### src/rtl/block_mover.sv
// block_mover: owns the falling block's position on the ROWS x COLS playfield.
// It handles spawn, user left/right/down moves through a ready/valid handshake,
// and gravity steps. It also detects landing and game over. Every output is a register.
module block_mover #(
    parameter int ROWS      = 16,
    parameter int COLS      = 10,
    parameter int SPAWN_COL = 4
) (
    input  logic                      clk_i,
    input  logic                      rst_n_i,
    input  logic [ROWS*COLS-1:0]      screen_i,
    input  logic                      spawn_i,
    input  logic                      grav_tick_i,
    input  logic                      move_valid_i,
    input  logic [1:0]                move_dir_i,
    output logic                      move_ready_o,
    output logic [$clog2(COLS)-1:0]   hor_block_o,
    output logic [$clog2(ROWS)-1:0]   vert_block_o,
    output logic                      active_o,
    output logic                      move_done_o,
    output logic                      moved_o,
    output logic                      landed_o,
    output logic                      game_over_o
);

    localparam int RW = $clog2(ROWS);
    localparam int CW = $clog2(COLS);
    localparam int N  = ROWS * COLS;
    localparam int IW = $clog2(N);

    localparam logic [1:0] DIR_LEFT  = 2'b00;
    localparam logic [1:0] DIR_RIGHT = 2'b01;
    localparam logic [1:0] DIR_DOWN  = 2'b10;

    typedef enum logic [2:0] {
        S_IDLE,
        S_SPAWN,
        S_ACTIVE,
        S_CHECK,
        S_LAND
    } state_t;

    state_t          state_q, state_d;
    logic [CW-1:0]   hor_q, hor_d;
    logic [RW-1:0]   vert_q, vert_d;
    logic [1:0]      dir_q, dir_d;
    logic            grav_pend_q, grav_pend_d;
    logic            active_q, active_d;
    logic            move_ready_q, move_ready_d;
    logic            move_done_q, move_done_d;
    logic            moved_q, moved_d;
    logic            landed_q, landed_d;
    logic            game_over_q, game_over_d;

    // Result of testing the latched direction against the board in CHECK.
    logic            blocked;
    logic [CW-1:0]   hor_tgt;
    logic [RW-1:0]   vert_tgt;
    logic            spawn_cell_full;

    // A cell outside the playfield is treated as filled. Callers test the
    // boundary first, so this is only a guard against out-of-range indexing.
    function automatic logic cell_filled(input logic [N-1:0] scr,
                                         input int r, input int c);
        int idx;
        if (r < 0 || r >= ROWS || c < 0 || c >= COLS) begin
            return 1'b1;
        end
        idx = r * COLS + c;
        return scr[idx[IW-1:0]];
    endfunction

    assign spawn_cell_full = cell_filled(screen_i, 0, SPAWN_COL);

    // Evaluate the latched move against the current screen: blocked flag and target cell.
    always_comb begin
        blocked  = 1'b1;
        hor_tgt  = hor_q;
        vert_tgt = vert_q;
        case (dir_q)
            DIR_LEFT: begin
                if (hor_q != '0) begin
                    if (!cell_filled(screen_i, int'(vert_q), int'(hor_q) - 1)) begin
                        blocked = 1'b0;
                        hor_tgt = hor_q - CW'(1);
                    end
                end
            end
            DIR_RIGHT: begin
                if (hor_q != CW'(COLS - 1)) begin
                    if (!cell_filled(screen_i, int'(vert_q), int'(hor_q) + 1)) begin
                        blocked = 1'b0;
                        hor_tgt = hor_q + CW'(1);
                    end
                end
            end
            DIR_DOWN: begin
                if (vert_q != RW'(ROWS - 1)) begin
                    if (!cell_filled(screen_i, int'(vert_q) + 1, int'(hor_q))) begin
                        blocked  = 1'b0;
                        vert_tgt = vert_q + RW'(1);
                    end
                end
            end
            default: begin
                blocked = 1'b1;
            end
        endcase
    end

    // Next-state and registered-output logic for the movement FSM.
    always_comb begin
        state_d      = state_q;
        hor_d        = hor_q;
        vert_d       = vert_q;
        dir_d        = dir_q;
        grav_pend_d  = grav_pend_q;
        active_d     = active_q;
        move_done_d  = 1'b0;
        moved_d      = 1'b0;
        landed_d     = 1'b0;
        game_over_d  = 1'b0;

        case (state_q)
            S_IDLE: begin
                if (spawn_i) begin
                    state_d = S_SPAWN;
                end
            end

            S_SPAWN: begin
                if (spawn_cell_full) begin
                    game_over_d = 1'b1;
                    active_d    = 1'b0;
                    state_d     = S_IDLE;
                end else begin
                    hor_d    = CW'(SPAWN_COL);
                    vert_d   = '0;
                    active_d = 1'b1;
                    state_d  = S_ACTIVE;
                end
            end

            S_ACTIVE: begin
                if (move_valid_i && move_ready_q) begin
                    // A user move takes priority; a coincident tick is deferred.
                    dir_d   = move_dir_i;
                    state_d = S_CHECK;
                    if (grav_tick_i) begin
                        grav_pend_d = 1'b1;
                    end
                end else if (grav_pend_q || grav_tick_i) begin
                    dir_d       = DIR_DOWN;
                    grav_pend_d = 1'b0;
                    state_d     = S_CHECK;
                end
            end

            S_CHECK: begin
                if (grav_tick_i) begin
                    grav_pend_d = 1'b1;
                end
                move_done_d = 1'b1;
                moved_d     = !blocked;
                hor_d       = hor_tgt;
                vert_d      = vert_tgt;
                if (blocked && dir_q == DIR_DOWN) begin
                    state_d = S_LAND;
                end else begin
                    state_d = S_ACTIVE;
                end
            end

            S_LAND: begin
                // Position is held so the commit logic can write the resting cell.
                landed_d    = 1'b1;
                active_d    = 1'b0;
                grav_pend_d = 1'b0;
                state_d     = S_IDLE;
            end

            default: begin
                state_d = S_IDLE;
            end
        endcase

        move_ready_d = (state_d == S_ACTIVE);
    end

    // State and output registers with synchronous active-low reset.
    always_ff @(posedge clk_i) begin
        if (!rst_n_i) begin
            state_q      <= S_IDLE;
            hor_q        <= CW'(SPAWN_COL);
            vert_q       <= '0;
            dir_q        <= DIR_LEFT;
            grav_pend_q  <= 1'b0;
            active_q     <= 1'b0;
            move_ready_q <= 1'b0;
            move_done_q  <= 1'b0;
            moved_q      <= 1'b0;
            landed_q     <= 1'b0;
            game_over_q  <= 1'b0;
        end else begin
            state_q      <= state_d;
            hor_q        <= hor_d;
            vert_q       <= vert_d;
            dir_q        <= dir_d;
            grav_pend_q  <= grav_pend_d;
            active_q     <= active_d;
            move_ready_q <= move_ready_d;
            move_done_q  <= move_done_d;
            moved_q      <= moved_d;
            landed_q     <= landed_d;
            game_over_q  <= game_over_d;
        end
    end

    assign move_ready_o = move_ready_q;
    assign hor_block_o  = hor_q;
    assign vert_block_o = vert_q;
    assign active_o     = active_q;
    assign move_done_o  = move_done_q;
    assign moved_o      = moved_q;
    assign landed_o     = landed_q;
    assign game_over_o  = game_over_q;

endmodule
### config.mk
export PLATFORM = sky130hd
export DESIGN_NAME = block_mover
export DESIGN_NICKNAME = d
export VERILOG_FILES = /design/src/rtl/block_mover.sv
export SDC_FILE = /design/constraint.sdc
export NUM_CORES = 1
export LEC_CHECK = 0
export ABC_AREA = 1
export CAP_MARGIN = 20
export CORE_MARGIN = 2
export CORE_UTILIZATION = 40
export DETAILED_ROUTE_END_ITERATION = 8
export PLACE_DENSITY_LB_ADDON = 0.08
export SYNTH_ARGS = -nofsm -noshare
export SYNTH_HDL_FRONTEND = slang
export SYNTH_SLANG_ARGS = --single-unit
### constraint.sdc
create_clock -name clk_i -period 4.5 [get_ports clk_i]
set_input_delay 0.9 -clock clk_i [delete_from_list [all_inputs] [get_ports clk_i]]
set_output_delay 0.9 -clock clk_i [all_outputs]
set_load 0.01 [all_outputs]
==> reports/results.ini, run 1 <==
[min_path]
min_path_type=reg -> reg

[floorplan]
die_area_um2=16320
io_pins=181
fp.dieW_um=127.8
num_rows=45
start_util_pct=40.60
die_y_um=127.8
fp.coreArea_um2=15090

[timing]
finalSetupViolations=0
fmax_mhz=247.8
finalCritPeriodShare_pct=89.67
drv_slew=0
rsz0062_at_grt=no
tightestPinTransition_ns=1.088
skew_ns=0.002398
finalHoldViolCount=0
maxSlewHeadroom_pct=27.48
final.setup.tns_ns=0
period_needed_ns=4.035

[worst_setup_path]
cpMostUsedCell=nand3_1
crit_buf_inv=2
crit_family=simple AND/OR/NAND/NOR gates
cp_cell_sequence=ha_1, xor2_1, ha_1, ha_1, xor2_1, buf_4, clkinv_1, nand3_1, nand3_1, nand3_1, nand3b_1, nand3_1, nand3_1, nand2_2, nand2_1, nand2_1, a21oi_1
path_max_fanout=11
critPathLaunchType=register
cpPeakStageDelay_ns=0.59
critical_path_class=reg -> reg
critical_path_required_ns=4.65
crit_path_end_kind=register
arrival_ns=4.18
slowest_stage=dfxtp_1

[drt]
totalWireLength_mm=26.23
firstDrtPassIters=6
wl_per_cell_um=17.66
ant_nets=0
vias_per_cell=5.762
first_iter_violations=1291
drc=0
vias=8556

[clock_network]
clock_path_buffers=2
ctsHoldBuffers=0
clock-sinks=20
cts-root-buf=clkbuf_16
numCtsBuffers=3
h-tree-depth=1
cts_setup_buffers=0
cts_tree=yes
insertion_delay_ns=0.26
clk_pin_slew_worst_paths_ns=0.06
cts_resized=0

[grt]
grt_pass1_wl_mm=41.11
grt_max_degree=122
grt_use_total_pct=31.05
grt_pass1_vias=7889
grt_overflow=0
antenna_found_initial=0

[placed_design]
gp_congestion=0.9956
io_buffer_count=180
dp_hpwl_mm=19.35
place_inst=1481

[logic_synthesis]
synth_edf_count=0
synthesis.area_um2=6126
ys_warn_count=0
synth_cells=1169
synth.distinct_cells=32
yosysSeqAreaShare_pct=6.536
synthArstFlopShare_pct=0
synth-main-ff-cell=dfxtp_1
synth_fp_nets=1374
syn_avg_cell_area_um2=5.240
ys_seq_elements=20

[layout]
area_growth_pct=30.37
layout.cells.non_filler=1485
final_nets=1503
insertedDiodeCount=0
drive_above_1_share_pct=2.699

[pwr]
max-vdd-ir-drop_uv=311.4
p_leak_nw=3.524
powerDensity_nw_per_um2=269.5

[outcome]
status=completed

[flow_run]
drv_cap=0

## per-stage QoR
step / util (%) / setup WS [ns] / cell area, um^2 / hold WS [ns] / power, W
floorplan: - / 0.8887 / 6126 / 0.4650 / 0.001298
global placement: 52.34 / 0.5774 / 7898 / 0.4723 / 0.001910
detailed placement: 52.34 / 0.6154 / 7898 / 0.4805 / 0.001904
CTS: 52.93 / 0.5636 / 7986 / 0.4881 / 0.002116
global route: 52.93 / 0.2560 / 7986 / 0.5301 / 0.002322
finish: 52.93 / 0.4648 / 7986 / 0.4843 / 0.002152
## power breakdown
part | internal [W] | switching (W)
Clock | 0.000136 | 0.0000679
Sequential | 0.000186 | 0.0000176
Combinational | 0.000632 | 0.00111
## layout by cell type (no fill, tap or decap), types with 3 or more instances in the layout
cell type	synthesis	layout
buf_4	14	20
nor3_1	4	4
nand4_1	3	3
xnor2_1	5	5
nand3b_1	4	4
o211ai_1	28	28
ha_1	32	31
xor2_1	14	14
a21oi_1	42	42
nand3_1	337	337
o21ai_0	74	74
inv_1	61	61
clkinv_1	5	5
fa_1	6	6
nand2_2	3	3
o21ai_1	25	25
nand2_1	263	263
clkdlybuf4s50_1	0	180
nor2_1	152	152
clkbuf_16	0	3
dfxtp_1	20	19
## cell type report
cell class,instances,area (um^2)
timing repair buffer,201,1972
clock buffer,4,88.84
sequential,20,404.1
tap,188,235.2
multi-input combinational,1004,5029
inverter,68,257.7
fill,1570,7103
## cells in the mapped netlist, types with 3 or more instances
master | n | area share [%]
nor2_1 | 152 | 9.3
buf_4 | 14 | 1.7
clkinv_1 | 5 | 0.31
o21ai_0 | 74 | 6.0
fa_1 | 6 | 2.0
nor3_1 | 4 | 0.33
nand2_2 | 3 | 0.31
o211ai_1 | 28 | 3.4
a21oi_1 | 42 | 3.4
xnor2_1 | 5 | 0.71
buf_1 | 3 | 0.18
ha_1 | 32 | 6.5
dfxtp_1 | 20 | 6.5
nand3b_1 | 4 | 0.49
nand4_1 | 3 | 0.31
nand3_1 | 337 | 28
xor2_1 | 14 | 2.0
o21ai_1 | 25 | 2.0
clkbuf_1 | 33 | 2.0
inv_1 | 61 | 3.7
buf_2 | 16 | 1.3
nand2_1 | 263 | 16
buf_6 | 11 | 2.0
## logic make-up (layout without fill, tap and decap cells)
| kind of cell | Yosys count | count (layout) | share of synthesized area (%) |
|---|---|---|---|
| AOI/OAI and AO/OA | 179 | 179 | 16.24 |
| buffers and inverters | 145 | 273 | 11.42 |
| and+or+nand+nor | 768 | 768 | 54.60 |
| adders and majority gates | 38 | 38 | 8.497 |
| DFF | 20 | 20 | 6.536 |
| xor gates and xnor gates | 19 | 19 | 2.717 |
## tightest hold or removal path, stage by stage (launching register included)
cell,delay (ns)
dfxtp_1,0.31
nand3_1,0.07
a21oi_1,0.06
## final timing paths
kind | to | startpoint | depth (start not counted) | slack, ns
min reg2reg | active_o | active_o | 2 | 0.48
max reg2reg | vert_block_o[3] | vert_block_o[1] | 17 | 0.46
min | active_o | active_o | 2 | 0.48
max | vert_block_o[3] | vert_block_o[1] | 17 | 0.46
## metal layers
metal,routed length [um],share of wire (%),GRT usage [%],vias up
li1,-,-,-,4239
met1,10940,42,41.42,3734
met2,11550,44,50.11,499
met3,2596,9.9,4.007,84
met4,1141,4.3,13.77,0
met5,0,0,0,-
## state kept, by name, summed over array words and instances (netlist names), 2 cells and up
signal	count
hor_block_o	4
dir_q	2
state_q	3
vert_block_o	4
Note: power is estimated with default switching activity, not from simulation.
==> inputs of run 2 (changes only) <==
--- a/config.mk
+++ b/config.mk
@@ -5,7 +5,6 @@
 export SDC_FILE = /design/constraint.sdc
 export NUM_CORES = 1
 export LEC_CHECK = 0
-export ABC_AREA = 1
 export CAP_MARGIN = 20
 export CORE_MARGIN = 2
 export CORE_UTILIZATION = 40
==> run 2 against run 1 <==
Net effect: clock-buffer cell count is the same; cell count decreased by 37%; register-to-register slack worse by 0.21 ns; worst hold slack gained 0.018 ns; flip-flop and latch count unchanged; power decreased by 63%; sequential power fell by 9%; synthesized cell count shrank 51%; maximum frequency fell by 5.0%; critical path type unchanged.
==> reports/results.ini, run 2 <==
[timing]
final.setup.tns_ns=0  ; unchanged
finalCritPeriodShare_pct=94.35  ; +4.7 points
skew_ns=0.002395  ; -0.000002670 ns
period_needed_ns=4.246  ; +0.2105 ns
finalSetupViolations=0  ; unchanged
finalHoldViolCount=0  ; unchanged
drv_slew=0  ; unchanged
maxSlewHeadroom_pct=37.90  ; +10 points
fmax_mhz=235.5  ; -5.0%
tightestPinTransition_ns=0.9315  ; -0.1563 ns
fin_ws_ns=0.2543  ; -0.2105 ns

[logic_synthesis]
synth-main-ff-cell=dfxtp_1
yosysSeqAreaShare_pct=6.465  ; -0.071 points
synthArstFlopShare_pct=0  ; unchanged
ys_seq_elements=20  ; unchanged
yosysMostFrequentCell=mux4_2
synth_largest_area_cell=mux4_2
synth_cells=572  ; -51%
synthesis.area_um2=6193  ; +1.1%
synth_fp_nets=777  ; -43%
synth_edf_count=0  ; unchanged
yosys-top-cells-area=mux4_2, dfxtp_1, ha_1
synth.distinct_cells=69  ; +120%
synth_top_cell_area_share_pct=46.55  ; +19 points
ys_warn_count=0  ; unchanged
syn_avg_cell_area_um2=10.83  ; +110%
netlist_top_cells_count=mux4_2, nand2_1, ha_1, nor2_1, a21oi_1

[placed_design]
place_inst=929  ; -37%
place_ws_ns=0.1028  ; -0.5127 ns
dp_hpwl_mm=17.76  ; -8.2%
io_buffer_count=180  ; unchanged
gp_congestion=0.9465  ; -4.9%

[drt]
vias_per_cell=6.533  ; +13%
wl_per_cell_um=23.04  ; +30%
first_iter_violations=503  ; -61%
firstDrtPassIters=5  ; -1
totalWireLength_mm=21.49  ; -18%
ant_nets=0  ; unchanged
drc=0  ; unchanged
vias=6095  ; -29%

[pwr]
p_leak_nw=3.139  ; -11%
powerDensity_nw_per_um2=95.25  ; -65%
max-vdd-ir-drop_uv=86.78  ; -72%
sw_frac_of_total_pct=27.44  ; -28 points
p_int_w=0.0005835  ; -39%
p_comb_share_pct=51.5  ; -30 points
switching_power_w=0.0002206  ; -82%
p_clk_share_pct=25.4  ; +16 points
seqPwrFrac_pct=23.1  ; +14 points

[grt]
grt_use_total_pct=26.66  ; -4.4 points
antenna_found_initial=0  ; unchanged
grt_max_degree=65  ; -47%
grt_overflow=0  ; unchanged
grt_pass1_wl_mm=34.60  ; -16%
grt_pass1_vias=6305  ; -20%

[floorplan]
io_pins=181  ; unchanged
num_rows=45  ; unchanged
fp.coreArea_um2=15150  ; +0.37%
fp.dieW_um=128.4  ; +0.54%
die_area_um2=16500  ; +1.1%
die_y_um=128.4  ; +0.54%
start_util_pct=40.89  ; +0.30 points

[worst_setup_path]
cp_cell_sequence=buf_4, ha_1, ha_1, fa_1, ha_2, o21ai_0, a21oi_1, o22ai_1, xnor2_2, a21oi_1, nand4_1, a41o_1, o211a_1, and3_1, o21ai_1
slowest_stage=fa_1
cpPeakStageDelay_ns=0.58  ; about the same
critPathLaunchType=register
arrival_ns=4.42  ; +0.24 ns
crit_path_end_kind=register
critical_path_class=reg -> reg
path_max_fanout=9  ; -2
critical_path_required_ns=4.68  ; +0.03 ns

[clock_network]
cts-root-buf=clkbuf_16
cts_setup_buffers=0  ; unchanged
insertion_delay_ns=0.25  ; about the same
clk_pin_slew_worst_paths_ns=0.06  ; about the same
clock_path_buffers=2  ; unchanged
h-tree-depth=1  ; unchanged
cts_tree=yes
clock-sinks=20  ; unchanged
numCtsBuffers=3  ; unchanged

[layout]
insertedDiodeCount=0  ; unchanged
final_nets=951  ; -37%
fillers=1325  ; -16%
area_growth_pct=36.30
regArea_um2=405.4  ; +0.31%
layout.cells.non_filler=933  ; -37%
layout_common_cells=clkdlybuf4s50_1, mux4_2, nand2_1, buf_4, ha_1
multi_input_area_um2=5559  ; +11%
final_common_cell=clkdlybuf4s50_1
drive_above_1_share_pct=25.64  ; +23 points

[flow_run]
drv_cap=0  ; unchanged

[outcome]
status=completed

[min_path]
min_path_type=reg -> reg

-- run 2: worst max-delay path: cells and delay by family (launching register included) --
kind	cells	cell delay (ns)
xor gates and xnor gates	1	0.19
DFF	1	0.33
buffers and inverters	1	0.18
and+or+nand+nor	2	0.43
adders and majority gates	4	1.57
AOI/OAI and AO/OA	7	1.45
-- run 2: area by class of cell --
class | count | area share (%)
Inverter | 19 | 0.8448
Tap cell | 188 | 2.786
Multi-Input combinational cell | 488 | 65.85
Timing Repair Buffer | 214 | 24.66
Sequential cell | 20 | 4.802
Clock buffer | 4 | 1.052
-- run 2: timing repair --
action	4_1_cts	5_1_grt
hold buffers	0	0
resized for setup	0	9
setup endpoints to repair	0	8
-- run 2: metal layers --
layer	share of wire [%]	GRT usage, %	up-vias	wire length (um)
met5	0	0	-	0
met4	1.6	4.848	0	347
met3	6.3	1.788	27	1345
met2	50	45.68	268	10700
met1	42	37.88	3083	9098
li1	-	-	2717	-
-- run 2: final timing paths --
kind                   startpoint         endpoint  slack (ns)  cells after the start
setup / recovery  vert_block_o[1]   hor_block_o[2]        0.25                     15
hold / removal    vert_block_o[1]  vert_block_o[1]        0.50                      2
setup reg to reg  vert_block_o[1]   hor_block_o[2]        0.25                     15
hold reg to reg   vert_block_o[1]  vert_block_o[1]        0.50                      2
-- run 2: stage by stage --
step                power (W)  hold slack, ns  area, um^2  utilization [%]
floorplan           0.0003725          0.4907        6217                -
global placement    0.0005935          0.4851        8303            54.82
detailed placement  0.0006003          0.4928        8303            54.82
CTS                 0.0008039          0.5006        8392            55.41
global route        0.0008375          0.5256        8442            55.74
finish              0.0008041          0.5021        8442            55.74
-- run 2: cell families (layout without fill, tap and decap cells) --
kind of cell,count (synthesis),count (layout),share of synthesized area (%)
AO/OA/AOI/OAI,108,108,12.14
XOR/XNOR,27,27,4.303
adder cells (fa/ha/maj),38,38,8.404
buffers and inverters,64,237,4.949
flip-flops,20,20,6.465
multiplexers,149,149,50.02
AND/OR/NAND/NOR,166,166,13.72
-- run 2: power groups by stage --
stage	logic, W	registers, W	clock network [W]
after floorplan	0.000185	0.000187	0
after global placement	0.000404	0.000189	0
after detailed placement	0.000411	0.000189	0
after CTS	0.000413	0.000185	0.000206
after global routing	0.000439	0.000186	0.000213
final	0.000414	0.000185	0.000205
==> inputs of run 3 (changes only) <==
--- a/config.mk
+++ b/config.mk
@@ -5,9 +5,12 @@
 export SDC_FILE = /design/constraint.sdc
 export NUM_CORES = 1
 export LEC_CHECK = 0
+export ABC_CLOCK_PERIOD_IN_PS = 4500
 export CAP_MARGIN = 20
+export CELL_PAD_IN_SITES_DETAIL_PLACEMENT = 1
+export CELL_PAD_IN_SITES_GLOBAL_PLACEMENT = 1
 export CORE_MARGIN = 2
-export CORE_UTILIZATION = 40
+export CORE_UTILIZATION = 38
 export DETAILED_ROUTE_END_ITERATION = 8
 export PLACE_DENSITY_LB_ADDON = 0.08
 export SYNTH_ARGS = -nofsm -noshare
==> run 3 against run 2 <==
Net effect: clock-buffer cell count stayed put; non-clock buffer count rose by 9; die area increased by 5.1%; critical path depth down 1; design area is 1.4% higher; critical path type unchanged; global-route usage increased by 1.0 points.
==> reports/results.ini, run 3 (synthesis results as in run 2) <==
[clock_network]
clock-sinks=20  ; unchanged
clock_path_buffers=2  ; unchanged
cts_tree=yes
clk_pin_slew_worst_paths_ns=0.06  ; about the same
cts_setup_buffers=0  ; unchanged
insertion_delay_ns=0.26  ; about the same
cts-root-buf=clkbuf_16
h-tree-depth=1  ; unchanged
cts_resized=0  ; unchanged
numCtsBuffers=3  ; unchanged
ctsHoldBuffers=0  ; unchanged

[timing]
final.setup.tns_ns=0  ; unchanged
skew_ns=0.002166  ; -0.0002286 ns
rsz0062_at_grt=no
drv_slew=0  ; unchanged
period_needed_ns=4.248  ; +0.002160 ns
fin_ws_ns=0.2521  ; -0.002160 ns
fmax_mhz=235.4  ; about the same
finalSetupViolations=0  ; unchanged
finalHoldViolCount=0  ; unchanged
finalCritPeriodShare_pct=94.40  ; about the same
tightestPinTransition_ns=0.7302  ; -0.2013 ns
maxSlewHeadroom_pct=50.97  ; +13 points

[drt]
totalWireLength_mm=24.05  ; +12%
ant_nets=0  ; unchanged
wl_per_cell_um=24.79  ; +7.6%
drc=0  ; unchanged
vias=6141  ; +0.75%
firstDrtPassIters=4  ; -1
first_iter_violations=399  ; -21%
vias_per_cell=6.331  ; -3.1%

[worst_setup_path]
crit_start=hor_block_o[0]
cpPeakStageDelay_ns=0.49  ; -0.09 ns
r2r-start=hor_block_o[0]
ff2ff_path_depth=14  ; -1
crit_path_end_kind=register
cp_cell_sequence=buf_4, ha_1, xor2_1, fa_1, and3_1, or3_1, nand2_1, mux2i_1, o311ai_0, a32o_1, o311ai_1, o211a_1, and3_1, o21ai_1
critical_path_class=reg -> reg
cpMostUsedCell=and3_1
arrival_ns=4.35  ; -0.07 ns
path_max_fanout=12  ; +3
critical_path_required_ns=4.61  ; -0.07 ns
critPathLaunchType=register
reg2reg_slack_ns=0.25  ; about the same
r2r-end=hor_block_o[2]
crit_end=hor_block_o[2]
slowest_stage=fa_1

[outcome]
status=completed

[grt]
grt_pass1_wl_mm=38.14  ; +10%
grt_overflow=0  ; unchanged
grt_pass1_vias=6677  ; +5.9%
grt_use_total_pct=27.66  ; +1.0 points
antenna_found_initial=0  ; unchanged
grt_max_degree=107  ; +65%

[pwr]
p_int_w=0.0006047  ; +3.6%
powerDensity_nw_per_um2=98.03  ; +2.9%
sw_frac_of_total_pct=27.93  ; +0.49 points
max-vdd-ir-drop_uv=154.1  ; +78%
switching_power_w=0.0002344  ; +6.2%
p_leak_nw=3.184  ; +1.4%
seqPwrFrac_pct=22.1  ; -1.0 points
p_comb_share_pct=51.1  ; -0.4 points
p_clk_share_pct=26.8  ; +1.4 points

[placed_design]
io_buffer_count=180  ; unchanged
gp_congestion=0.9373  ; -0.97%
place_ws_ns=0.2039  ; +0.1011 ns
placedInstanceArea_um2=8418  ; +1.4%
dp_hpwl_mm=20.05  ; +13%

[floorplan]
num_rows=46  ; +2.2%
start_util_pct=38.99  ; -1.9 points
fp.dieW_um=131.7  ; +2.5%
die_area_um2=17340  ; +5.1%
io_pins=181  ; unchanged
die_y_um=131.7  ; +2.5%
fp.coreArea_um2=15890  ; +4.9%

[layout]
fillers=1727  ; +30%
regArea_um2=404.1  ; -0.31%
multi_input_area_um2=5552  ; -0.14%
drive_above_1_share_pct=26.26  ; +0.62 points
final_nets=960  ; +0.95%
layout_common_cells=clkdlybuf4s50_1, mux4_2, nand2_1, buf_4, ha_1
utilization_pct=53.88  ; -1.9 points
area_growth_pct=38.20
final_common_cell=clkdlybuf4s50_1
finish.instance_area_um2=8559  ; +1.4%
insertedDiodeCount=0  ; unchanged

[flow_run]
drv_cap=0  ; unchanged

[min_path]
min_path_type=reg -> reg

[run 3: cell types whose count changed in the layout (fill, tap and decap cells not counted), sizes merged]
cell  change
buf       +9
[run 3: cell type report]
cell class,count,area share (%)
Timing Repair Buffer,223,25.26
Tap cell,216,3.157
Multi-Input combinational cell,488,64.86
Sequential cell,20,4.722
Inverter,19,0.8332
Clock buffer,4,1.169
[run 3: how the worst min path moves through the flow]
| stage | start | endpoint | slack [ns] | cells after the start |
|---|---|---|---|---|
| after floorplan | grav_pend_q | grav_pend_q | 0.49 | 2 |
| after global placement | vert_block_o[0] | vert_block_o[0] | 0.49 | 2 |
| after detailed placement | vert_block_o[0] | vert_block_o[0] | 0.51 | 2 |
| after CTS | vert_block_o[0] | vert_block_o[0] | 0.52 | 2 |
| after global routing | grav_pend_q | grav_pend_q | 0.56 | 2 |
| final | grav_pend_q | grav_pend_q | 0.52 | 2 |
[run 3: metal layers]
metal	track usage (%)	wire, um
met1	37.36	10210
met2	48.55	12140
met3	2.701	1307
met4	5.435	382
met5	0	0
[run 3: power by group through the flow]
| stage | logic (W) | registers, W | clock network [W] |
|---|---|---|---|
| 3_5_place_dp | 0.000425 | 0.000189 | 0 |
| 5_1_grt | 0.000454 | 0.000186 | 0.000234 |
| 4_1_cts | 0.000427 | 0.000186 | 0.000227 |
| 3_3_place_gp | 0.000414 | 0.000189 | 0 |
| 2_1_floorplan | 0.000185 | 0.000187 | 0 |
| 6_report | 0.000429 | 0.000186 | 0.000225 |
[run 3: per-stage QoR]
step	hold slack, ns	total power (W)	cells
6_report	0.5191	0.0008391	970
2_1_floorplan	0.4907	0.0003725	572
4_1_cts	0.5240	0.0008393	970
3_3_place_gp	0.4932	0.0006034	966
5_1_grt	0.5593	0.0008742	970
3_5_place_dp	0.5117	0.0006147	966
[run 3: worst max-delay path: cells and delay by family, from the launching register on]
family | cells | cell delay (ns)
and+or+nand+nor | 4 | 1.24
AOI/OAI and AO/OA | 5 | 1.13
adders and majority gates | 2 | 0.75
DFF | 1 | 0.34
muxes | 1 | 0.23
buffers and inverters | 1 | 0.19
xor gates and xnor gates | 1 | 0.19
